===== src/rtl/clk_div_pkg.sv =====
// Shared constants and types for the multi-channel clock divider.
//   CNT_W    : counter / divisor width
//   DEF_DIV  : half-period loaded into every channel at reset
//   MAX_CH   : largest supported channel count
//   CH_SEL_W : width of the channel-select field on the load bus
package clk_div_pkg;

  localparam int CNT_W    = 16;
  localparam int DEF_DIV  = 50;
  localparam int MAX_CH   = 8;
  localparam int CH_SEL_W = 3;

  typedef logic [CNT_W-1:0] div_t;

endpackage


===== src/rtl/clk_div_multi_if.sv =====
// Configuration bus for clk_div_multi.
//   load   : 1-cycle strobe, write div into the shadow of channel ch_sel
//   ch_sel : target channel; values >= N_CH are ignored by the divider
//   div    : new half-period in clock cycles; 0 parks the channel
//   sync   : 1-cycle strobe, restart the phase of every channel
interface clk_div_multi_if;
  import clk_div_pkg::*;

  logic                load;
  logic [CH_SEL_W-1:0] ch_sel;
  div_t                div;
  logic                sync;

  modport master (output load, output ch_sel, output div, output sync);
  modport slave  (input  load, input  ch_sel, input  div, input  sync);

endinterface


===== src/rtl/clk_div_channel.sv =====
// One divider channel: up-counter, active and shadow half-period,
// 50%-duty divided clock (as data), toggle tick and pending flag.
//   i_clk, i_reset_n : clock, async active-low reset
//   i_en             : run enable; low holds count and level
//   i_load, i_div    : write i_div into the shadow divisor
//   i_sync           : clear count and level, apply any pending shadow
//   o_clk            : divided clock level
//   o_tick           : high for the cycle following each o_clk toggle edge
//   o_pending        : shadow divisor not yet applied
module clk_div_channel
  import clk_div_pkg::*;
(
  input  logic i_clk,
  input  logic i_reset_n,
  input  logic i_en,
  input  logic i_load,
  input  logic i_sync,
  input  div_t i_div,
  output logic o_clk,
  output logic o_tick,
  output logic o_pending
);

  div_t cnt_q, cnt_d;
  div_t act_q, act_d;
  div_t shd_q, shd_d;
  logic clk_q, clk_d;
  logic tick_q, tick_d;
  logic pend_q, pend_d;
  logic wrap;

  // Only meaningful when act_q != 0; the park branch is taken first otherwise.
  assign wrap = (cnt_q == (act_q - CNT_W'(1)));

  always_comb begin
    cnt_d  = cnt_q;
    clk_d  = clk_q;
    tick_d = 1'b0;
    act_d  = act_q;
    shd_d  = i_load ? i_div : shd_q;
    pend_d = i_load | pend_q;

    if (i_sync) begin
      // A load in the same cycle is already in shd_d, so the sync applies it.
      cnt_d  = '0;
      clk_d  = 1'b0;
      if (i_load || pend_q) act_d = shd_d;
      pend_d = 1'b0;
    end else if ((act_q == '0) || !i_en) begin
      // Parked or stopped: no half-period in flight, apply right away.
      if (pend_q) begin
        act_d  = shd_q;
        cnt_d  = '0;
        pend_d = i_load;
      end
    end else if (wrap) begin
      cnt_d  = '0;
      clk_d  = ~clk_q;
      tick_d = 1'b1;
      // Swap only on a half-period boundary so no runt half-period appears.
      if (pend_q) begin
        act_d  = shd_q;
        pend_d = i_load;
      end
    end else begin
      cnt_d = cnt_q + CNT_W'(1);
    end

    if (act_d == '0) begin
      cnt_d = '0;
      clk_d = 1'b0;
    end

    // A tick marks a real level change only (e.g. parking from a low level).
    tick_d = tick_d & (clk_d != clk_q);
  end

  always_ff @(posedge i_clk or negedge i_reset_n) begin
    if (!i_reset_n) begin
      cnt_q  <= '0;
      act_q  <= CNT_W'(DEF_DIV);
      shd_q  <= CNT_W'(DEF_DIV);
      clk_q  <= 1'b0;
      tick_q <= 1'b0;
      pend_q <= 1'b0;
    end else begin
      cnt_q  <= cnt_d;
      act_q  <= act_d;
      shd_q  <= shd_d;
      clk_q  <= clk_d;
      tick_q <= tick_d;
      pend_q <= pend_d;
    end
  end

  assign o_clk     = clk_q;
  assign o_tick    = tick_q;
  assign o_pending = pend_q;

endmodule


===== src/rtl/clk_div_multi.sv =====
// N-channel programmable clock divider / tick generator.
//   i_clk, i_reset_n : system clock, async active-low reset
//   i_en             : per-channel run enable
//   cfg              : load / channel select / divisor / sync bus
//   o_clk            : divided clocks (registered data, never a clock)
//   o_tick           : 1-cycle pulse per o_clk toggle
//   o_pending        : shadow divisor waiting to be applied
module clk_div_multi
  import clk_div_pkg::*;
#(
  parameter int N_CH = 4
) (
  input  logic              i_clk,
  input  logic              i_reset_n,
  input  logic [N_CH-1:0]   i_en,
  clk_div_multi_if.slave    cfg,
  output logic [N_CH-1:0]   o_clk,
  output logic [N_CH-1:0]   o_tick,
  output logic [N_CH-1:0]   o_pending
);

  logic [N_CH-1:0] ch_load;

  for (genvar g = 0; g < N_CH; g++) begin : g_ch
    // Selects beyond the last channel match nothing and are dropped.
    assign ch_load[g] = cfg.load && (cfg.ch_sel == CH_SEL_W'(g));

    clk_div_channel u_ch (
      .i_clk     (i_clk),
      .i_reset_n (i_reset_n),
      .i_en      (i_en[g]),
      .i_load    (ch_load[g]),
      .i_sync    (cfg.sync),
      .i_div     (cfg.div),
      .o_clk     (o_clk[g]),
      .o_tick    (o_tick[g]),
      .o_pending (o_pending[g])
    );
  end

endmodule


===== src/flat_wrapper.sv =====
// flat-port wrapper written by rule: the top's interface ports become plain ports
module clk_div_multi_flat import clk_div_pkg::*;
#(
  parameter int N_CH = 4
)
  (i_clk, i_reset_n, i_en, o_clk, o_tick, o_pending, cfg_load, cfg_ch_sel, cfg_div, cfg_sync);
  clk_div_multi_if cfg_i ();
  input  logic i_clk;
  input  logic i_reset_n;
  input  logic [N_CH-1:0] i_en;
  output logic [N_CH-1:0] o_clk;
  output logic [N_CH-1:0] o_tick;
  output logic [N_CH-1:0] o_pending;
  input wire logic [$bits(cfg_i.load)-1:0] cfg_load;
  input wire logic [$bits(cfg_i.ch_sel)-1:0] cfg_ch_sel;
  input wire logic [$bits(cfg_i.div)-1:0] cfg_div;
  input wire logic [$bits(cfg_i.sync)-1:0] cfg_sync;
  assign cfg_i.load = cfg_load;
  assign cfg_i.ch_sel = cfg_ch_sel;
  assign cfg_i.div = cfg_div;
  assign cfg_i.sync = cfg_sync;
  clk_div_multi #(.N_CH(N_CH)) u_core (.i_clk(i_clk), .i_reset_n(i_reset_n), .i_en(i_en), .cfg(cfg_i), .o_clk(o_clk), .o_tick(o_tick), .o_pending(o_pending));
endmodule

===== config.mk =====
export PLATFORM = sky130hd
export DESIGN_NAME = clk_div_multi_flat
export DESIGN_NICKNAME = d
export VERILOG_FILES = /design/src/rtl/clk_div_pkg.sv /design/src/rtl/clk_div_multi_if.sv /design/src/rtl/clk_div_channel.sv /design/src/rtl/clk_div_multi.sv /design/src/flat_wrapper.sv
export SDC_FILE = /design/constraint.sdc
export NUM_CORES = 1
export LEC_CHECK = 0
export CAP_MARGIN = 10
export CORE_UTILIZATION = 59
export DETAILED_ROUTE_END_ITERATION = 8
export DONT_BUFFER_PORTS = 1
export PLACE_DENSITY = 0.78
export SLEW_MARGIN = 20
export SYNTH_ARGS = -nofsm -noshare
export SYNTH_HDL_FRONTEND = slang
export SYNTH_SLANG_ARGS = --single-unit
export TNS_END_PERCENT = 100

===== constraint.sdc =====
create_clock -name i_clk -period 4.1 [get_ports i_clk]
set_input_delay 0.615 -clock i_clk [delete_from_list [all_inputs] [get_ports i_clk]]
set_output_delay 0.615 -clock i_clk [all_outputs]
set_load 0.005 [all_outputs]

==> impl_metrics.py <==
metrics = {
    "synthesis": {
        "synth_cell_types": 82,
        "ys.flop_type": "dfrtp_1",
        "syn_area_per_cell_um2": 8.617,
        "ys_seq_elements": 204,
        "synth.yosys.seq_area_share_pct": 38.13,
        "synth_top_area_share_pct": 33.44,
        "synth_top_cells_by_count": "nand2_1, dfrtp_1, nor2_1",
        "netlist.top_cell.by_area": "dfrtp_1",
        "ys_warn_count": 0,
        "ys_top_cells_by_area": "dfrtp_1, nand2_1, xnor2_1",
        "synthArstFlopShare_pct": 100.0,
        "syn-cell-area_um2": 13470,
        "syn_nets": 1598,
        "yosysMostFrequentCell": "nand2_1",
        "synth_edf_count": 0,
        "syn-instance-count": 1563,
    },
    "final_layout": {
        "layout-drive-gt1-share_pct": 14.29,
        "seq_area_um2": 5135,
        "final_util_pct": 68.13,
        "multiInputGateArea_um2": 7850,
        "n_antenna_cell": 0,
        "syn2layout_area_growth_pct": 11.76,
        "n_fill_cell": 1707,
        "layout.nets": 1598,
    },
    "place": {
        "pre_cts_ws_ns": -0.06859,
        "port_buffers": 0,
        "dp_hpwl_um": 25460,
        "gp_congestion": 0.9783,
    },
    "sta": {
        "whs_ns": -0.2176,
        "timing.fmax_mhz": 248.7,
        "tightest_slew_ns": 0.8996,
        "finalSetupViolCount": 0,
        "fin_ws_ns": 0.07901,
        "finalClockSkew_ns": 0.01919,
        "max_slew_margin_pct": 40.03,
        "maxSlewViolCount": 0,
        "grt_setup_unrepaired": "true",
        "hold_viol": 180,
        "fin_crit_sh_pct": 98.07,
        "fin_crit_ns": 4.021,
    },
    "detailed_routing": {
        "dr.pass1.iters": 8,
        "drt_first_iter_violations": 1297,
        "avgRoutedWirePerCell_um": 19.93,
        "via_per_inst": 6.574,
        "via_count": 12240,
        "routed_wl_um": 37100,
        "antenna_left": 0,
        "drc": 0,
    },
    "worst_setup_path": {
        "critPathMaxFanout": 7,
        "path_cells": "inv_1 -> ha_1 -> nor3b_2 -> and4_1 -> o32a_1 -> o31a_1 -> or3_1 -> or4_4 -> o21ai_1 -> nand4_1 -> a2111o_1 -> nor4_4 -> buf_4 -> nor2_1",
        "cpPeakStageDelay_ns": 0.60,
        "start_kind": "register",
        "crit_required_ns": 4.51,
        "endpoint_kind": "register",
        "path_class": "register to register",
        "critPathArrivalTime_ns": 4.44,
        "crit_slowest_cell": "dfstp_2",
    },
    "grt": {
        "grt_pass1_wl_um": 60730,
        "track_usage_pct": 31.60,
        "met2_usage_pct": 52.42,
        "gr-usage-met3_pct": 6.379,
        "met1_usage_pct": 41.57,
        "grt_pass1_vias": 11900,
        "antenna_found_initial": 0,
        "top_usage_layer": "met2",
        "grt_max_degree": 205,
        "grt.overflow.total": 0,
    },
    "clock_tree": {
        "clk_pin_slew_ns": 0.06,
        "cts_htree_levels": 1,
        "clock_latency_ns": 0.53,
        "cts_tree": "done",
        "cts_max_path_buffers": 3,
        "numCtsBuffers": 24,
        "cts_root_buf": "clkbuf_16",
        "cts_sinks": 204,
    },
    "pwr": {
        "power_mw": 6.812,
        "p_per_area_nw_per_um2": 452.5,
        "max-vdd-ir-drop_v": 0.0003873,
        "p_leak_nw": 6.288,
    },
    "outcome": {
        "violations": "negative hold slack",
        "status": "finished, violations left",
    },
    "floorplanning": {
        "io_pins": 39,
        "placementRows": 54,
        "core_um2": 22090,
        "initial_core_util_pct": 60.96,
        "dieHeight_um": 153.1,
        "die_x_um": 153.1,
        "die_area_um2": 23440,
    },
    "job": {
        "drv_cap": 0,
    },
    "min_path": {
        "hold_path.class": "input port to async pin",
    },
}
## report_power, final
part	switching, mW	total (mW)	internal, mW
clock	0.880	2.41	1.53
combinational	0.944	1.71	0.763
sequential	0.358	2.69	2.34
total	2.18	6.81	4.63
## critical path: cells and delay by family, from the launching register on
kind,cells,cell delay (ns)
buffers and inverters,2,0.28
flip-flops,1,0.60
AND/OR/NAND/NOR,7,1.85
AO/OA/AOI/OAI,4,0.96
adder cells (fa/ha/maj),1,0.23
## worst paths after layout
kind | start | slack (ns) | end | cells past startpoint
max | u_core.g_ch[3].u_ch.act_q[1] | 0.08 | u_core.g_ch[3].u_ch.cnt_q[2] | 14
min in group i_clk | cfg_sync | 0.16 | u_core.g_ch[1].u_ch.o_pending | 1
min | i_reset_n | -0.22 | u_core.g_ch[2].u_ch.cnt_q[6] | 0
max in group asynchronous | i_reset_n | 3.84 | u_core.g_ch[1].u_ch.act_q[5] | 0
max reg2reg | u_core.g_ch[3].u_ch.act_q[1] | 0.08 | u_core.g_ch[3].u_ch.cnt_q[2] | 14
min reg2reg | u_core.g_ch[1].u_ch.shd_q[1] | 0.47 | u_core.g_ch[1].u_ch.shd_q[1] | 2
## per-layer routing
metal,vias up,share of wire [%]
met5,-,0
met2,600,47
met1,5923,41
li1,5614,-
met4,0,2.9
met3,98,8.6
## metrics by stage
step | instance area, um^2 | TNS (ns) | std cells | hold WS, ns
3_5_place_dp | 13970 | -0.5810 | 1813 | 0.3287
5_1_grt | 15050 | -0.2005 | 1861 | -0.2348
6_report | 15050 | 0 | 1861 | -0.2176
4_1_cts | 14890 | 0 | 1857 | -0.2278
2_1_floorplan | 13470 | 0 | 1563 | 0.3194
3_3_place_gp | 13970 | 0 | 1813 | 0.3292
## cells in the final DEF (no fill, tap or decap), types with 16 or more instances in the layout
master,instances
and3_1,22
o21ai_0,69
dfrtp_1,180
or3_1,16
nor4_1,31
mux2i_1,43
nor2_1,149
mux2_2,30
xor2_1,61
dfstp_2,24
nand2_1,221
nand2b_1,18
a21oi_1,36
nand3_1,39
xnor2_1,74
inv_1,50
nor2b_1,18
nor3_1,38
o211ai_1,18
buf_4,75
clkbuf_16,25
and2_1,19
nand4_1,27
## sequential cells by signal, summed over array words and instances, names as in the netlist
signal                      cells
u_core.g_ch.u_ch.o_clk          4
u_core.g_ch.u_ch.o_tick         4
u_core.g_ch.u_ch.act_q         64
u_core.g_ch.u_ch.shd_q         64
u_core.g_ch.u_ch.o_pending      4
u_core.g_ch.u_ch.cnt_q         64
## final cells by class
class                      instances  share of cell area (%)
tap                              280                   2.328
clock buffer                      32                   4.730
clock inverter                    12                   1.272
sequential                       204                   34.11
timing repair buffer              79                   4.156
multi-input combinational       1204                   52.15
inverter                          50                   1.247
## repair_timing
item                       CTS  global route
resized for setup            2            29
hold endpoints to repair   197           194
setup endpoints to repair   19            72
pin swaps                    0             9
cloned                       0             3
buffers inserted             0             1
## logic make-up (layout without fill, tap and decap cells)
kind of cell               Yosys count  count (layout)  share of synthesized area [%]
muxes                               73              73                          5.704
DFF                                204             204                          38.13
adders and majority gates            8               8                         0.7432
buffers and inverters              156             173                          4.961
and+or+nand+nor                    673             674                          24.93
xor gates and xnor gates           136             136                          8.900
AOI/OAI and AO/OA                  313             313                          16.63
(Power assumes the default switching activity.)
